<file path="config.mk">
export PLATFORM = sky130hd
export DESIGN_NAME = pe_sequencer_flat
export DESIGN_NICKNAME = d
export VERILOG_FILES = /design/src/rtl/pe_sequencer_pkg.sv /design/src/rtl/pe_sequencer_if.sv /design/src/rtl/pe_sequencer.sv /design/src/flat_wrapper.sv
export SDC_FILE = /design/constraint.sdc
export NUM_CORES = 1
export LEC_CHECK = 0
export ABC_AREA = 0
export CAP_MARGIN = 30
export CORE_ASPECT_RATIO = 0.8
export CORE_UTILIZATION = 60
export DETAILED_ROUTE_END_ITERATION = 12
export DONT_BUFFER_PORTS = 1
export MAX_ROUTING_LAYER = met4
export PLACE_DENSITY = 0.79
export SYNTH_ARGS = -nofsm -noshare
export SYNTH_HDL_FRONTEND = slang
export SYNTH_SLANG_ARGS = --single-unit
</file>
<file path="constraint.sdc">
create_clock -name clk -period 5.7 [get_ports clk]
set_clock_uncertainty 0.2 [all_clocks]
set_input_delay 1.14 -clock clk [delete_from_list [all_inputs] [get_ports clk]]
set_output_delay 1.14 -clock clk [all_outputs]
set_load 0.03 [all_outputs]
</file>
<file path="src/rtl/pe_sequencer_pkg.sv">
// Shared definitions for the PE instruction sequencer: opcode and FSM state
// encodings plus program-word field positions.
package pe_sequencer_pkg;

  localparam int unsigned WORD_W  = 16;
  localparam int unsigned OPC_MSB = 15;
  localparam int unsigned OPC_LSB = 13;
  localparam int unsigned RSV_MSB = 12;
  localparam int unsigned RSV_LSB = 8;
  localparam int unsigned CNT_MSB = 7;
  localparam int unsigned CNT_LSB = 0;

  typedef enum logic [2:0] {
    OP_LOAD   = 3'b000,
    OP_ADD    = 3'b001,
    OP_SUB    = 3'b010,
    OP_MUL    = 3'b100,
    OP_MULADD = 3'b101,
    OP_MULSUB = 3'b110,
    OP_MAX    = 3'b111
  } opcode_e;

  typedef enum logic [1:0] {
    S_IDLE  = 2'b00,
    S_ISSUE = 2'b01,
    S_DRAIN = 2'b10,
    S_DONE  = 2'b11
  } state_e;

endpackage

</file>
<file path="src/rtl/pe_sequencer_if.sv">
// Control, program-load and issue signals between the host and the sequencer.
interface pe_sequencer_if #(
  parameter int unsigned PROG_DEPTH = 16
);
  localparam int unsigned AW = $clog2(PROG_DEPTH);

  logic          prog_we;
  logic [AW-1:0] prog_addr;
  logic [15:0]   prog_data;
  logic          start;
  logic          abort;
  logic          stall;
  logic          inst_v;
  logic [2:0]    opcode;
  logic          busy;
  logic          done;

  modport master (
    output prog_we, prog_addr, prog_data, start, abort, stall,
    input  inst_v, opcode, busy, done
  );

  modport slave (
    input  prog_we, prog_addr, prog_data, start, abort, stall,
    output inst_v, opcode, busy, done
  );
endinterface

</file>
<file path="src/rtl/pe_sequencer.sv">
// Program-memory driven instruction sequencer: issues each word's opcode a
// repeat-count number of times, drains the downstream pipe, then pulses done.
module pe_sequencer
  import pe_sequencer_pkg::*;
#(
  parameter int unsigned PROG_DEPTH = 16,
  parameter int unsigned PIPE_DELAY = 8
) (
  input  logic           clk,
  input  logic           rst_n,
  pe_sequencer_if.slave  bus
);

  localparam int unsigned AW = $clog2(PROG_DEPTH);
  localparam int unsigned DW = (PIPE_DELAY < 1) ? 1 : $clog2(PIPE_DELAY + 1);

  logic [WORD_W-1:0] mem [PROG_DEPTH];

  state_e        state;
  logic [AW-1:0] pc;
  logic [7:0]    rpt_cnt;
  logic [DW-1:0] drain_cnt;
  logic          inst_v_q;
  logic [2:0]    opcode_q;
  logic          busy_q;
  logic          done_q;

  logic [2:0]    word_op;
  logic [7:0]    word_cnt;
  logic          last_rep;
  logic          last_word;

  // Program memory is not reset; writes are only accepted while idle.
  always_ff @(posedge clk) begin
    if (bus.prog_we && !busy_q)
      mem[bus.prog_addr] <= bus.prog_data;
  end

  always_comb begin
    word_op   = mem[pc][OPC_MSB:OPC_LSB];
    word_cnt  = mem[pc][CNT_MSB:CNT_LSB];
    last_rep  = ((rpt_cnt + 8'd1) == word_cnt);
    last_word = (pc == AW'(PROG_DEPTH - 1));
  end

  // drain_cnt counts inst_v-low cycles already shown, so a zero-count
  // terminator enters DRAIN at 1 while a final issue enters at 0.
  always_ff @(posedge clk or negedge rst_n) begin
    if (!rst_n) begin
      state     <= S_IDLE;
      pc        <= '0;
      rpt_cnt   <= '0;
      drain_cnt <= '0;
      inst_v_q  <= 1'b0;
      opcode_q  <= OP_LOAD;
      busy_q    <= 1'b0;
      done_q    <= 1'b0;
    end else begin
      inst_v_q <= 1'b0;
      opcode_q <= OP_LOAD;
      done_q   <= 1'b0;
      if (state != S_IDLE && bus.abort) begin
        state     <= S_IDLE;
        busy_q    <= 1'b0;
        pc        <= '0;
        rpt_cnt   <= '0;
        drain_cnt <= '0;
      end else begin
        case (state)
          S_IDLE: begin
            if (bus.start && !bus.abort) begin
              state   <= S_ISSUE;
              busy_q  <= 1'b1;
              pc      <= '0;
              rpt_cnt <= '0;
            end
          end
          S_ISSUE: begin
            if (!bus.stall) begin
              if (word_cnt == 8'd0) begin
                state     <= S_DRAIN;
                drain_cnt <= DW'(1);
              end else begin
                inst_v_q <= 1'b1;
                opcode_q <= word_op;
                if (last_rep) begin
                  rpt_cnt <= '0;
                  if (last_word) begin
                    state     <= S_DRAIN;
                    drain_cnt <= '0;
                  end else begin
                    pc <= pc + AW'(1);
                  end
                end else begin
                  rpt_cnt <= rpt_cnt + 8'd1;
                end
              end
            end
          end
          S_DRAIN: begin
            if (drain_cnt >= DW'(PIPE_DELAY)) begin
              state  <= S_DONE;
              done_q <= 1'b1;
            end else begin
              drain_cnt <= drain_cnt + DW'(1);
            end
          end
          S_DONE: begin
            state     <= S_IDLE;
            busy_q    <= 1'b0;
            drain_cnt <= '0;
          end
          default: state <= S_IDLE;
        endcase
      end
    end
  end

  assign bus.inst_v = inst_v_q;
  assign bus.opcode = opcode_q;
  assign bus.busy   = busy_q;
  assign bus.done   = done_q;

endmodule

</file>
<file path="src/flat_wrapper.sv">
// flat-port wrapper written by rule: the top's interface ports become plain ports
module pe_sequencer_flat import pe_sequencer_pkg::*;
#(
  parameter int unsigned PROG_DEPTH = 16,
  parameter int unsigned PIPE_DELAY = 8
)
  (clk, rst_n, bus_prog_we, bus_prog_addr, bus_prog_data, bus_start, bus_abort, bus_stall, bus_inst_v, bus_opcode, bus_busy, bus_done);
  pe_sequencer_if #(.PROG_DEPTH(PROG_DEPTH)) bus_i ();
  input  logic clk;
  input  logic rst_n;
  input wire logic [$bits(bus_i.prog_we)-1:0] bus_prog_we;
  input wire logic [$bits(bus_i.prog_addr)-1:0] bus_prog_addr;
  input wire logic [$bits(bus_i.prog_data)-1:0] bus_prog_data;
  input wire logic [$bits(bus_i.start)-1:0] bus_start;
  input wire logic [$bits(bus_i.abort)-1:0] bus_abort;
  input wire logic [$bits(bus_i.stall)-1:0] bus_stall;
  output wire logic [$bits(bus_i.inst_v)-1:0] bus_inst_v;
  output wire logic [$bits(bus_i.opcode)-1:0] bus_opcode;
  output wire logic [$bits(bus_i.busy)-1:0] bus_busy;
  output wire logic [$bits(bus_i.done)-1:0] bus_done;
  assign bus_i.prog_we = bus_prog_we;
  assign bus_i.prog_addr = bus_prog_addr;
  assign bus_i.prog_data = bus_prog_data;
  assign bus_i.start = bus_start;
  assign bus_i.abort = bus_abort;
  assign bus_i.stall = bus_stall;
  assign bus_inst_v = bus_i.inst_v;
  assign bus_opcode = bus_i.opcode;
  assign bus_busy = bus_i.busy;
  assign bus_done = bus_i.done;
  pe_sequencer #(.PROG_DEPTH(PROG_DEPTH), .PIPE_DELAY(PIPE_DELAY)) u_core (.clk(clk), .rst_n(rst_n), .bus(bus_i));
endmodule
</file>
== Word level (Yosys, flattened, before mapping) ==
Memory sizes are Yosys's and may differ from the RTL's.
Cells that the tools add are included.
Storage, ports and cells
  bits in registers: 24
  memory bits (writable): 256
  input bits: 26
  output and inout bits: 6
  logic and storage cells: 87
  memories kept: 1
Memories
  u_core.mem: words 16, width 16, rd ports 1, clocked after Yosys merged registers in 0, write ports 1, line pe_sequencer.sv:17  | logic [WORD_W-1:0] mem [PROG_DEPTH];
Operators by class
  add/subtract/negate cells: 3
  $lt $le $gt $ge: 1
  equality and inequality tests: 14
  multiplexer cells: 44
  reductions and logical operators: 16
Operators with widths (count)
  2-to-1 mux 4 bit: 12
  2-to-1 mux 8 bit: 5
  one-hot mux 8 bit (2 select lines): 1
  2-to-1 mux 2 bit: 7
  2-to-1 mux 3 bit: 4
  one-hot mux 4 bit (3 select lines): 1
  2-to-1 mux 1 bit: 11
  AND reduction 5 bit: 2
  inequality test 3 x 1 -> 1 bit, second input constant: 3
  inequality test 3 x 2 -> 1 bit, second input constant: 3
  adder 4 x 1 -> 4 bit, second input constant: 2
  adder 8 x 1 -> 8 bit, second input constant: 1
  equality test 8 bit: 1
  logical NOT 8 bit: 1
  inequality test 4 x 1 -> 1 bit, second input constant: 2
  one-hot mux 2 bit (4 select lines): 1
  one-hot mux 4 bit (2 select lines): 1
  AND reduction 6 bit: 1
  nonzero test 3 bit: 2
  equality test 2 bit, second input constant: 2
  equality test 4 bit, second input constant: 1
  >= comparator 4 bit, second input constant: 1
  AND reduction 4 bit: 1
  nonzero test 4 bit: 1
  other kinds (8): 11

== Longest topological paths before layout ==
  depth in word-level cells: 7
  gate-level depth with buffers: 14

== Worst setup path after synthesis ==
No wires, ideal clock.
  kind: reg-to-reg
  start: register u_core.pc[0]
  end: register u_core.rpt_cnt[4]
  data arrival time: 2770 ps
  required time: 5376 ps
  slack: 2606 ps
  stages on the path, launching flop included: 13
  cell sequence: dfrtp_1 > buf_6 > buf_12 > buf_2 > mux4_2 > a22oi_1 > nand2_1 > xor2_1 > nand4_1 > o311ai_4 > buf_6 > nor2_1 > a211o_1
On the way
  longest elaborated chain between the ends: 7
  elaborated cells on any way between the ends: 10
  classes of those cells: eq/ne: 2; mux: 5; reduce/logical: 2; memory: 1
RTL lines
  start: declaration: line pe_sequencer.sv:20  | logic [AW-1:0] pc;
  start signal: assignment: line pe_sequencer.sv:92  | pc <= pc + AW'(1);
  memory read (16 x 16 bit) (*)
  equality test 8 bit: line pe_sequencer.sv:42  | last_rep = ((rpt_cnt + 8'd1) == word_cnt);
  2-to-1 mux 8 bit: line pe_sequencer.sv:86  | if (last_rep) begin
  2-to-1 mux 8 bit: line pe_sequencer.sv:80  | if (word_cnt == 8'd0) begin
  2-to-1 mux 8 bit: line pe_sequencer.sv:79  | if (!bus.stall) begin
  one-hot mux 8 bit (2 select lines): line pe_sequencer.sv:69  | case (state)
  2-to-1 mux 8 bit: line pe_sequencer.sv:62  | if (state != S_IDLE && bus.abort) begin
  end signal: assignment: line pe_sequencer.sv:95  | rpt_cnt <= rpt_cnt + 8'd1;
  end: declaration: line pe_sequencer.sv:21  | logic [7:0] rpt_cnt;
Every way passes the cells marked *; elsewhere a longest branch is shown, timed or not. The select of a mux whose other input is x is not followed.
A chain may end at the register's enable or synchronous reset.

== Final worst setup path ==
  start: register u_core.pc[0]
  end: register u_core.drain_cnt[2]
On the way
  longest elaborated chain between the ends: 6
  elaborated cells on any way between the ends: 11
  classes of those cells: eq/ne: 4; mux: 4; reduce/logical: 2; memory: 1
RTL lines
  memory read (16 x 16 bit)
  logical NOT 8 bit: line pe_sequencer.sv:80
  2-to-1 mux 4 bit: line pe_sequencer.sv:80
  2-to-1 mux 4 bit: line pe_sequencer.sv:79
  one-hot mux 4 bit (3 select lines): line pe_sequencer.sv:69
  2-to-1 mux 4 bit: line pe_sequencer.sv:62
  end signal: assignment: line pe_sequencer.sv:105  | drain_cnt <= drain_cnt + DW'(1);
  end: declaration: line pe_sequencer.sv:22  | logic [DW-1:0] drain_cnt;
Parallel ways exist; a longest one is shown, timed or not. The select of a mux whose other input is x is not followed.

==> impl_metrics.toml <==
[sta]
worst_slack_ps = 1700
rsz0062_at_grt = "no"
slew_violations = 0
timing.fmax_mhz = 250
finalCriticalPeriod_ps = 4000
final.setup.tns_ps = 0
tightestPinTransition_ps = 861
holdWs_ps = 183
finalHoldViolCount = 0
slew_headroom_pct = 42.6
finalCritPeriodShare_pct = 70.1
setup_violations = 0

[power_and_ir_drop]
irDropWorstVdd_uv = 263
power.density_mw_per_mm2 = 335
p_leak_nw = 3.13

[worst_setup_path]
reg2reg_slack_ps = 1700
crit_required_ps = 5820
worstPathArrival_ps = 4120
crit_fanout = 26
endpoint_kind = "flop"
worstSetupPathType = "reg -> reg"
critPathLaunchType = "flop"

[die]
die_area_mm2 = 0.0146
fp.coreArea_mm2 = 0.0137
rows = 38
die-height_um = 108
start_util_pct = 62.0
chipWidth_um = 135
io_pins = 32

[route]
route.detailed.drc = 0
viasPerCell = 6.47
wl_per_cell_um = 24.7
drt-initial-drc-count = 428
drt_pass1_iterations = 5
final_antenna_net_count = 0
routed_wl_mm = 17.3
via_count = 4521

[logic_synthesis]
synth_top_area_share_pct = 62.3
synth_enable_flop_cells = 176
avgSynthCellArea_um2 = 17.5
synth_cells = 484
ys_top_cells_by_area = "edfxtp_1, mux4_2, dfrtp_1, mux4_1, mux2i_1"
yosysSeqAreaShare_pct = 69.4
yosysWarnings = 0
synth_nets = 518
synth_commonest_cells = "edfxtp_1, nand2_1, nor2_1"
yosysUniqueCellTypes = 63
yosys.cell_count.top_type = "edfxtp_1"
synth_top_area_cell = "edfxtp_1"
synth-main-ff-cell = "edfxtp_1"
async_flop_share_pct = 12.0
synth.ff_latch_count = 200
synth_area_mm2 = 0.00849

[final_layout]
antennaDiodeCount = 0
synthToLayoutAreaGrowth_pct = 10.3
nets = 540
drive_gt1_share_pct = 19.7
final_area_mm2 = 0.00936

[placed_design]
dpl-instance-area_mm2 = 0.00875
hpwlAfterDp_mm = 10.4
io_buffers = 0
gp_congestion = 0.860
dp_slack_ps = 1650

[grt]
grt_usage_pct = 26.3
grt_max_degree = 40
antenna_found_initial = 0
grt_pass1_wl_mm = 25.8
grt-ovfl-total = 0
grt_pass1_vias = 4400

[clock_network]
htree_levels = 4
cts_buffer_depth = 2
cts-root-buf = "clkbuf_16"
cts_setup_buffers = 0
cts_resized = 0
cts_tree = "yes"
clk_pin_slew_ps = 80
clk_latency_ps = 450
cts_buffers = 17
clkSinkCount = 200
hold_buffers = 0

[worst_hold_path]
hold_path.class = "in -> async"

[run]
maxCapViolations = 0

[outcome]
status = "finished clean"
worst max-delay path, stage by stage (launching register included):
cell,delay (ps)
dfrtp_2,920
buf_4,450
and2b_1,290
a22o_1,240
or4_1,420
o2111ai_2,120
xnor2_1,170
a2bb2oi_2,290
nor3_4,90
a21o_4,240
and2b_1,210
a22o_1,220
power by group:
part           switching [mW]  internal (mW)  total, mW  leakage (nW)
Sequential             0.0419           1.64       1.68          1.91
Combinational           0.179          0.105      0.284         0.932
Clock                   0.583          0.584       1.17         0.282
cells in the final DEF (no fill, tap or decap), types with 4 or more instances in the layout:
master	synthesis	final
inv_1	11	11
edfxtp_1	176	176
a22o_1	4	4
nand2b_1	8	8
mux4_2	28	28
mux2i_1	19	19
ha_1	8	8
nand4_1	4	4
o21ai_0	7	7
nand2_1	30	30
and2_1	6	6
clkinv_4	0	4
xor2_1	4	4
a21oi_1	12	12
mux4_1	11	11
nor2_1	29	29
clkbuf_16	0	17
dfrtp_1	24	22
nor3_2	0	4
buf_4	1	19
nand3_1	10	10
a22oi_1	12	12
xnor2_1	4	4
kinds of logic (layout without fill, tap and decap cells):
family / after synthesis / after routing / synth area share (%)
mux: 61 / 61 / 13.6
simple gates: 115 / 115 / 7.08
buf+inv: 29 / 64 / 1.96
fa+ha+maj: 8 / 8 / 1.18
xor+xnor: 8 / 8 / 0.826
flops: 200 / 200 / 69.4
compound gates: 63 / 63 / 6.03
registers in the layout, summed over array words and instances, names as in the netlist:
| name | flops |
|---|---|
| u_core.drain_cnt | 4 |
| u_core.mem | 176 |
| u_core.bus.inst_v | 1 |
| u_core.bus.done | 1 |
| u_core.state | 2 |
| u_core.rpt_cnt | 8 |
| u_core.bus.opcode | 3 |
| u_core.bus.busy | 1 |
| u_core.pc | 4 |
metal layers:
| metal | vias to the layer above | track usage [%] | part of all wire (%) |
|---|---|---|---|
| li1 | 1974 | - | - |
| met1 | 2333 | 34.5 | 42 |
| met2 | 190 | 40.4 | 49 |
| met3 | 24 | 7.22 | 7.8 |
| met4 | 0 | 8.11 | 1.7 |
| met5 | - | - | 0 |
final timing paths:
path,end,depth (start not counted),startpoint
hold reg to reg,u_core.rpt_cnt[7],2,u_core.rpt_cnt[7]
min in group clk,u_core.rpt_cnt[7],2,u_core.rpt_cnt[7]
setup / recovery,u_core.drain_cnt[2],11,u_core.pc[0]
setup reg to reg,u_core.drain_cnt[2],11,u_core.pc[0]
hold / removal,u_core.rpt_cnt[7],0,rst_n
max in group asynchronous,u_core.pc[0],0,rst_n
final cells by class:
| type | count | area (um2) |
|---|---|---|
| flip-flops and latches | 200 | 5890 |
| inverters | 12 | 45.0 |
| clock buffers | 17 | 425 |
| well taps | 180 | 225 |
| clock inverters | 15 | 156 |
| multi-input cells | 255 | 2450 |
| repair buffers | 20 | 163 |
| fillers | 861 | 4340 |
stage by stage:
stage,power (mW),utilization (%),std cells
after floorplan,1.93,-,484
after global placement,1.97,63.9,666
after detailed placement,1.99,63.9,666
after CTS,3.14,68.2,698
after global routing,3.23,68.3,699
final,3.13,68.3,699
(Power assumes the default switching activity.)
